`src/rtl/stack_cpu_mc_pkg.sv`:
```
// stack_cpu_mc_pkg: shared defaults, opcodes, FSM states and error codes for the multi-cycle stack CPU
package stack_cpu_mc_pkg;
   localparam int DATA_WIDTH_DEF  = 16;
   localparam int STACK_DEPTH_DEF = 8;
   localparam int INSTR_WIDTH_DEF = 16;
   localparam int PC_WIDTH_DEF    = 8;
   localparam int IMM_WIDTH_DEF   = 11;
   localparam bit SATURATE_DEF    = 1'b0;

   typedef enum logic [4:0] {
      OP_PUSH   = 5'h00,
      OP_ADD    = 5'h01,
      OP_SUB    = 5'h02,
      OP_MUL    = 5'h03,
      OP_DIV    = 5'h04,
      OP_MOD    = 5'h05,
      OP_AND    = 5'h06,
      OP_OR     = 5'h07,
      OP_INVERT = 5'h08,
      OP_DUP    = 5'h09,
      OP_DROP   = 5'h0a,
      OP_SWAP   = 5'h0b,
      OP_NEG    = 5'h0c,
      OP_JZ     = 5'h0d,
      OP_JMP    = 5'h0e,
      OP_HALT   = 5'h1f
   } opcode_t;

   typedef enum logic [2:0] {S_FETCH, S_EXEC, S_DIV, S_WB, S_HALTED, S_ERRORED} state_t;

   typedef enum logic [2:0] {E_NONE, E_UNDERFLOW, E_OVERFLOW, E_DIV0, E_ILLEGAL} err_t;

   function automatic logic is_legal(input logic [4:0] op);
      return op <= OP_JMP || op == OP_HALT;
   endfunction

   // stack entries an opcode consumes before it can execute
   function automatic logic [1:0] need_depth(input logic [4:0] op);
      return (op == OP_PUSH || op == OP_JMP || op == OP_HALT) ? 2'd0 :
             (op == OP_INVERT || op == OP_DUP || op == OP_DROP || op == OP_NEG || op == OP_JZ) ? 2'd1 : 2'd2;
   endfunction
endpackage

```
`src/rtl/stack_cpu_mc_divider.sv`:
```
// stack_divider: iterative restoring signed divider, one quotient bit per cycle
module stack_divider import stack_cpu_mc_pkg::*; #(
   parameter int DATA_WIDTH = DATA_WIDTH_DEF
) (
   input  logic                         clk,
   input  logic                         reset,
   input  logic                         start,
   input  logic signed [DATA_WIDTH-1:0] dividend,
   input  logic signed [DATA_WIDTH-1:0] divisor,
   output logic signed [DATA_WIDTH-1:0] quotient,
   output logic signed [DATA_WIDTH-1:0] remainder,
   output logic                         busy,
   output logic                         done,
   output logic                         ovf
);
   localparam int CW = $clog2(DATA_WIDTH);

   logic [DATA_WIDTH-1:0] q, d, r;
   logic [DATA_WIDTH:0]   r_sh, diff;
   logic [CW-1:0]         cnt;
   logic                  q_neg, r_neg;

   assign r_sh      = {r, q[DATA_WIDTH-1]};
   assign diff      = r_sh - {1'b0, d};
   assign done      = busy && cnt == CW'(DATA_WIDTH - 1);
   assign quotient  = q_neg ? -q : q;
   assign remainder = r_neg ? -r : r;
   // a positive quotient with the MSB set only arises from signed-min / -1
   assign ovf       = !q_neg && q[DATA_WIDTH-1];

   always_ff @(posedge clk or negedge reset) begin
      if (!reset) begin
         busy  <= 1'b0;
         cnt   <= '0;
         q     <= '0;
         d     <= '0;
         r     <= '0;
         q_neg <= 1'b0;
         r_neg <= 1'b0;
      end else if (start) begin
         busy  <= 1'b1;
         cnt   <= '0;
         r     <= '0;
         q     <= dividend[DATA_WIDTH-1] ? -dividend : dividend;
         d     <= divisor[DATA_WIDTH-1] ? -divisor : divisor;
         q_neg <= dividend[DATA_WIDTH-1] ^ divisor[DATA_WIDTH-1];
         r_neg <= dividend[DATA_WIDTH-1];
      end else if (busy) begin
         q     <= {q[DATA_WIDTH-2:0], !diff[DATA_WIDTH]};
         r     <= diff[DATA_WIDTH] ? r_sh[DATA_WIDTH-1:0] : diff[DATA_WIDTH-1:0];
         cnt   <= cnt + CW'(1);
         busy  <= !done;
      end
   end
endmodule

```
`src/rtl/stack_cpu_mc.sv`:
```
// stack_cpu_mc: multi-cycle stack CPU with iterative divider, optional saturation and encoded errors
module stack_cpu_mc import stack_cpu_mc_pkg::*; #(
   parameter int DATA_WIDTH  = DATA_WIDTH_DEF,
   parameter int STACK_DEPTH = STACK_DEPTH_DEF,
   parameter int INSTR_WIDTH = INSTR_WIDTH_DEF,
   parameter int PC_WIDTH    = PC_WIDTH_DEF,
   parameter int IMM_WIDTH   = IMM_WIDTH_DEF,
   parameter bit SATURATE    = SATURATE_DEF
) (
   input  logic                         clk,
   input  logic                         reset,
   input  logic [INSTR_WIDTH-1:0]       instruction,
   output logic [PC_WIDTH-1:0]          pc,
   output logic signed [DATA_WIDTH-1:0] result,
   output logic                         valid_result,
   output logic                         error,
   output logic [2:0]                   err_code,
   output logic                         halt,
   output logic                         busy
);
   localparam int AW = $clog2(STACK_DEPTH);
   localparam int SW = AW + 1;
   localparam logic [DATA_WIDTH-1:0] SMAX = {1'b0, {(DATA_WIDTH-1){1'b1}}};
   localparam logic [DATA_WIDTH-1:0] SMIN = {1'b1, {(DATA_WIDTH-1){1'b0}}};

   state_t                       state, state_nx;
   err_t                         err_nx;
   logic [INSTR_WIDTH-1:0]       ir;
   logic [4:0]                   op;
   logic [IMM_WIDTH-1:0]         imm;
   logic [PC_WIDTH-1:0]          pc_nx, tgt;
   logic [SW-1:0]                sp, sp_nx;
   logic signed [DATA_WIDTH-1:0] stk [STACK_DEPTH];
   logic signed [DATA_WIDTH-1:0] tos, nos, imm_sx, alu, res_nx, wd_a, wd_b, quo, rem, dv;
   logic [DATA_WIDTH:0]          sum, dif, ngt;
   logic [2*DATA_WIDTH-1:0]      prod;
   logic [AW-1:0]                i_top, i_nos, i_push, wa_a, wa_b;
   logic                         we_a, we_b, vld_nx, start, div_done, div_ovf, mul_fit;

   assign op     = ir[INSTR_WIDTH-1 -: 5];
   assign imm    = ir[IMM_WIDTH-1:0];
   assign imm_sx = DATA_WIDTH'($signed(imm));
   assign tgt    = PC_WIDTH'(imm);
   assign i_top  = AW'(sp - SW'(1));
   assign i_nos  = AW'(sp - SW'(2));
   assign i_push = AW'(sp);
   assign tos    = stk[i_top];
   assign nos    = stk[i_nos];

   // one extra bit exposes signed overflow as a mismatch of the top two bits
   assign sum     = {nos[DATA_WIDTH-1], nos} + {tos[DATA_WIDTH-1], tos};
   assign dif     = {nos[DATA_WIDTH-1], nos} - {tos[DATA_WIDTH-1], tos};
   assign ngt     = '0 - {tos[DATA_WIDTH-1], tos};
   assign prod    = {{DATA_WIDTH{nos[DATA_WIDTH-1]}}, nos} * {{DATA_WIDTH{tos[DATA_WIDTH-1]}}, tos};
   assign mul_fit = &prod[2*DATA_WIDTH-1:DATA_WIDTH-1] || ~|prod[2*DATA_WIDTH-1:DATA_WIDTH-1];

   function automatic logic [DATA_WIDTH-1:0] clamp(input logic [DATA_WIDTH:0] v);
      return (SATURATE && v[DATA_WIDTH] != v[DATA_WIDTH-1]) ? (v[DATA_WIDTH] ? SMIN : SMAX) : v[DATA_WIDTH-1:0];
   endfunction

   always_comb begin
      alu = op == OP_ADD    ? clamp(sum) :
            op == OP_SUB    ? clamp(dif) :
            op == OP_MUL    ? ((SATURATE && !mul_fit) ? (prod[2*DATA_WIDTH-1] ? SMIN : SMAX) : prod[DATA_WIDTH-1:0]) :
            op == OP_AND    ? nos & tos :
            op == OP_OR     ? nos | tos :
            op == OP_INVERT ? ~tos : clamp(ngt);
      err_nx = !is_legal(op) ? E_ILLEGAL :
               sp < SW'(need_depth(op)) ? E_UNDERFLOW :
               ((op == OP_PUSH || op == OP_DUP) && sp == SW'(STACK_DEPTH)) ? E_OVERFLOW :
               ((op == OP_DIV || op == OP_MOD) && tos == '0) ? E_DIV0 : E_NONE;
      dv = op == OP_MOD ? rem : (SATURATE && div_ovf) ? SMAX : quo;
   end

   always_comb begin
      state_nx = state;
      pc_nx    = pc;
      sp_nx    = sp;
      res_nx   = result;
      vld_nx   = 1'b0;
      we_a     = 1'b0;
      wa_a     = i_top;
      wd_a     = alu;
      we_b     = 1'b0;
      wa_b     = i_nos;
      wd_b     = tos;
      start    = 1'b0;
      case (state)
         S_FETCH: state_nx = S_EXEC;
         S_EXEC: begin
            state_nx = S_FETCH;
            pc_nx    = pc + PC_WIDTH'(1);
            if (err_nx != E_NONE) begin
               state_nx = S_ERRORED;
               pc_nx    = pc;
            end else begin
               case (op)
                  OP_PUSH, OP_DUP: begin
                     we_a   = 1'b1;
                     wa_a   = i_push;
                     wd_a   = op == OP_PUSH ? imm_sx : tos;
                     sp_nx  = sp + SW'(1);
                     res_nx = wd_a;
                     vld_nx = 1'b1;
                  end
                  OP_DROP, OP_JZ: begin
                     sp_nx  = sp - SW'(1);
                     res_nx = sp > SW'(1) ? nos : result;
                     vld_nx = sp > SW'(1);
                     if (op == OP_JZ && tos == '0) pc_nx = tgt;
                  end
                  OP_JMP: pc_nx = tgt;
                  OP_SWAP: begin
                     we_a   = 1'b1;
                     wd_a   = nos;
                     we_b   = 1'b1;
                     res_nx = nos;
                     vld_nx = 1'b1;
                  end
                  OP_DIV, OP_MOD: begin
                     start    = 1'b1;
                     sp_nx    = sp - SW'(2);
                     pc_nx    = pc;
                     state_nx = S_DIV;
                  end
                  OP_HALT: begin
                     pc_nx    = pc;
                     state_nx = S_HALTED;
                  end
                  OP_INVERT, OP_NEG: begin
                     we_a   = 1'b1;
                     res_nx = alu;
                     vld_nx = 1'b1;
                  end
                  default: begin
                     we_a   = 1'b1;
                     wa_a   = i_nos;
                     sp_nx  = sp - SW'(1);
                     res_nx = alu;
                     vld_nx = 1'b1;
                  end
               endcase
            end
         end
         S_DIV: state_nx = div_done ? S_WB : S_DIV;
         S_WB: begin
            we_a     = 1'b1;
            wa_a     = i_push;
            wd_a     = dv;
            sp_nx    = sp + SW'(1);
            res_nx   = dv;
            vld_nx   = 1'b1;
            pc_nx    = pc + PC_WIDTH'(1);
            state_nx = S_FETCH;
         end
         default: ;
      endcase
   end

   always_ff @(posedge clk or negedge reset) begin
      if (!reset) begin
         state        <= S_FETCH;
         ir           <= '0;
         pc           <= '0;
         sp           <= '0;
         result       <= '0;
         valid_result <= 1'b0;
         error        <= 1'b0;
         err_code     <= '0;
         halt         <= 1'b0;
      end else begin
         state        <= state_nx;
         pc           <= pc_nx;
         sp           <= sp_nx;
         result       <= res_nx;
         valid_result <= vld_nx;
         error        <= state_nx == S_ERRORED;
         halt         <= state_nx == S_HALTED;
         if (state == S_FETCH) ir <= instruction;
         if (state == S_EXEC && state_nx == S_ERRORED) err_code <= err_nx;
      end
   end

   // stack contents need no reset: sp alone defines which entries are live
   always_ff @(posedge clk) begin
      if (we_a) stk[wa_a] <= wd_a;
      if (we_b) stk[wa_b] <= wd_b;
   end

   stack_divider #(.DATA_WIDTH(DATA_WIDTH)) u_div (
      .clk       (clk),
      .reset     (reset),
      .start     (start),
      .dividend  (nos),
      .divisor   (tos),
      .quotient  (quo),
      .remainder (rem),
      .busy      (busy),
      .done      (div_done),
      .ovf       (div_ovf)
   );
endmodule
```
`config.mk`:
```
export PLATFORM = sky130hd
export DESIGN_NAME = stack_cpu_mc
export DESIGN_NICKNAME = d
export VERILOG_FILES = /design/src/rtl/stack_cpu_mc_pkg.sv /design/src/rtl/stack_cpu_mc_divider.sv /design/src/rtl/stack_cpu_mc.sv
export SDC_FILE = /design/constraint.sdc
export NUM_CORES = 1
export LEC_CHECK = 0
export ABC_CLOCK_PERIOD_IN_PS = 21800
export CAP_MARGIN = 40
export CORE_MARGIN = 2
export CORE_UTILIZATION = 57
export CTS_CLUSTER_SIZE = 25
export DETAILED_ROUTE_END_ITERATION = 6
export PLACE_DENSITY = 0.75
export SLEW_MARGIN = 20
export SYNTH_ARGS = -nofsm -noshare
export SYNTH_HDL_FRONTEND = slang
export SYNTH_SLANG_ARGS = --single-unit
```
`constraint.sdc`:
```
create_clock -name clk -period 21.8 [get_ports clk]
set_input_delay 4.36 -clock clk [delete_from_list [all_inputs] [get_ports clk]]
set_output_delay 4.36 -clock clk [all_outputs]
set_load 0.01 [all_outputs]
```
==> results.yml <==
run_status:
  status: "finished, violations left"
  violations: "design-rule violations"
logic_synthesis:
  synth_fa_ha_area_share_pct: 15.4
  yosysUniqueCellTypes: 91
  synth_edf_count: 128
  ys.flop_type: "edfxtp_1"
  synth_fp_nets: 2703
  synth_top_family_by_area: "compound AO/OA/AOI/OAI gates"
  ys_seq_area_share_pct: 29.6
  syn-cell-area_mm2: 0.0221
  ys_async_sr_fraction_pct: 45.8
  synth_xor_xnor_area_share_pct: 5.33
  synthCells: 2462
  synth_mux_area_share_pct: 11.3
  synth-compound-area-share_pct: 17.5
  ys_ff_latch: 236
  synth-simple-area-share_pct: 14.3
  syn_area_per_cell_um2: 8.98
  yosysWarningCount: 0
setup_path:
  critPathMaxFanout: 39
  slowest_delay_ps: 550
  worst_path_max_delay_cell: "and2_1"
  cp.required_ps: 22070
  r2r-start: "sp[1]"
  path_class: "reg -> reg"
  worst_setup_path_end_kind: "flip-flop"
  startpoint_type: "flip-flop"
  cp.arrival_ps: 10490
  cp_common_cell: "inv_1"
  reg2reg_slack_ps: 11590
  rr_endpoint: "stk[6][13]"
  r2r_cells: 33
detailed_routing:
  ant_nets: 0
  wl_mm: 80.6
  drt-met1-wl_mm: 29.0
  drcViolationCount: 7
  drt-initial-drc-count: 2705
  vias: 20100
  routed-wl-met3_mm: 10.6
  viasPerCell: 6.69
  wl_per_cell_um: 26.8
  first_pass_iters: 7
  highest_layer: "met5"
  wl_met2_mm: 35.7
cts:
  cts.path.max_buffers: 3
  clock_sinks: 236
  clkTransAtPathRegs_ps: 60
  clock_latency_ps: 560
  cts_hold_buf: 0
  cts_tree: "yes"
  root_buffer: "clkbuf_16"
  postCtsSetupBuffers: 0
  post_cts_resized: 0
  htree_levels: 1
  numCtsBuffers: 26
global_route:
  grt_remaining_overflow: 0
  grt_pass1_vias: 19600
  grtUsageTotal_pct: 39.8
  grt_first_pass_wirelength_mm: 121
  antenna_found_initial: 2
  grt_max_degree: 63
final_layout:
  n_fill_cell: 3242
  final_cell_mix: "nand2_1, nor2_1, a21oi_1"
  synthToLayoutAreaGrowth_pct: 9.05
  layout_commonest_cell: "nand2_1"
  final_nets: 2713
  drive_above_1_share_pct: 10.5
  fin_area_mm2: 0.0241
sta:
  rsz0062_at_grt: "no"
  max_slew_margin_pct: 38.9
  slew_violations: 0
  finalCriticalPeriod_ps: 10210
  hold_violations: 0
  fin_skew_ps: 15.2
  final-setup-viol-count: 0
  timing.fmax_ghz: 0.0979
  fin_crit_sh_pct: 46.9
  fin_tns_setup_ps: 0
  hold_ws_ps: 482
  worst_slew_pin_slew_ps: 911
floorplanning:
  dieArea_mm2: 0.0404
  rows: 72
  initial_core_util_pct: 57.5
  die_w_um: 201
  io_pins: 49
  core_mm2: 0.0385
  die_h_um: 201
min_path:
  hold_class: "reg -> reg"
  whs_path_depth: 2
  holdPathEnd: "err_code[2]"
  min_from: "err_code[2]"
place:
  dp_hpwl_mm: 58.8
  port_buffers: 48
  gp_congestion: 1.09
  placed_area_mm2: 0.0233
flow_run:
  max-cap-violations: 0
[layer usage]
layer	vias up	GRT usage (%)
met1	9689	50.1
met2	1404	61.5
li1	8695	-
met4	2	21.8
met5	-	0
met3	347	12.2
[stage by stage]
step | cells | setup WS, ps | utilization (%)
floorplan | 2462 | 12650 | -
global placement | 2950 | 12120 | 60.2
detailed placement | 2959 | 11790 | 60.5
finish | 3008 | 11590 | 62.7
CTS | 3003 | 11760 | 62.6
global route | 3006 | 11090 | 62.7
[critical path: cells and delay by family, from the launching register on]
kind / cells / cell delay (ps)
muxes: 2 / 600
AOI/OAI and AO/OA: 9 / 2150
DFF: 1 / 320
and+or+nand+nor: 3 / 990
adders and majority gates: 9 / 3720
buffers and inverters: 10 / 2090
[sequential cells by signal, summed over array words and instances, names as in the netlist, 3 cells and up]
register / flops
u_div.d: 16
result: 16
sp: 4
u_div.q: 16
u_div.r: 16
stk: 128
err_code: 3
pc: 8
u_div.cnt: 4
ir: 16
state: 3
[worst max-delay path by stage]
stage | end | cells past startpoint | startpoint
finish | stk[6][13] | 33 | sp[1]
global route | stk[6][13] | 33 | sp[1]
CTS | stk[6][13] | 33 | sp[1]
detailed placement | stk[6][13] | 33 | sp[1]
global placement | stk[4][13] | 29 | sp[1]
floorplan | stk[0][13] | 35 | sp[1]
[Yosys cell counts (5+ instances only)]
library cell	instances	area share [%]
buf_4	5	0.17
dfrtp_1	108	12
o21ai_0	166	3.8
xnor2_1	99	3.9
mux2i_1	73	3.3
nor3_1	56	1.3
o221ai_1	13	0.51
nand3_1	25	0.57
inv_2	8	0.14
clkbuf_1	91	1.5
a221oi_1	9	0.36
a211oi_1	19	0.64
nor2_1	270	4.6
or4_1	5	0.17
nand2_1	270	4.6
buf_6	7	0.36
xor2_1	30	1.2
o21ai_1	14	0.32
ha_1	141	8.0
a21boi_0	5	0.17
clkinv_1	8	0.14
fa_1	82	7.4
nor2b_1	11	0.31
mux2_2	20	1.0
o22ai_1	13	0.37
edfxtp_1	128	17
mux4_2	64	6.5
and2_1	13	0.37
or3_1	20	0.57
a31oi_1	21	0.59
o21bai_1	10	0.34
a21oi_1	210	4.8
mux2i_2	6	0.37
nand2b_1	14	0.40
o31ai_1	14	0.48
inv_1	201	3.4
o2111ai_1	5	0.20
o21a_1	16	0.54
a21o_1	13	0.44
buf_2	25	0.57
and3_1	12	0.34
nand4_1	7	0.20
buf_1	13	0.22
a22oi_1	10	0.34
o211ai_1	25	0.85
[logic make-up (layout without fill, tap and decap cells)]
family / count (synthesis) / in the layout
adder cells (fa/ha/maj): 223 / 223
AND/OR/NAND/NOR: 726 / 726
multiplexers: 164 / 164
AO/OA/AOI/OAI: 624 / 624
flip-flops: 236 / 236
other: 0 / 2
buffers and inverters: 358 / 384
XOR/XNOR: 131 / 131
[cell type report]
type | count | area (µm²) | area share [%]
Multi-Input combinational cell | 1868 | 14200 | 58.9
Clock buffer | 35 | 736 | 3.05
Sequential cell | 236 | 6550 | 27.2
Tap cell | 518 | 648 | 2.69
Inverter | 217 | 815 | 3.38
Clock inverter | 9 | 72.6 | 0.301
Timing Repair Buffer | 123 | 1090 | 4.51
Antenna cell | 2 | 5.00 | 0.0208
Power is left out: the tool's default activity adds up to more than one toggle a clock period on the data nets, which glitch-free logic cannot reach.
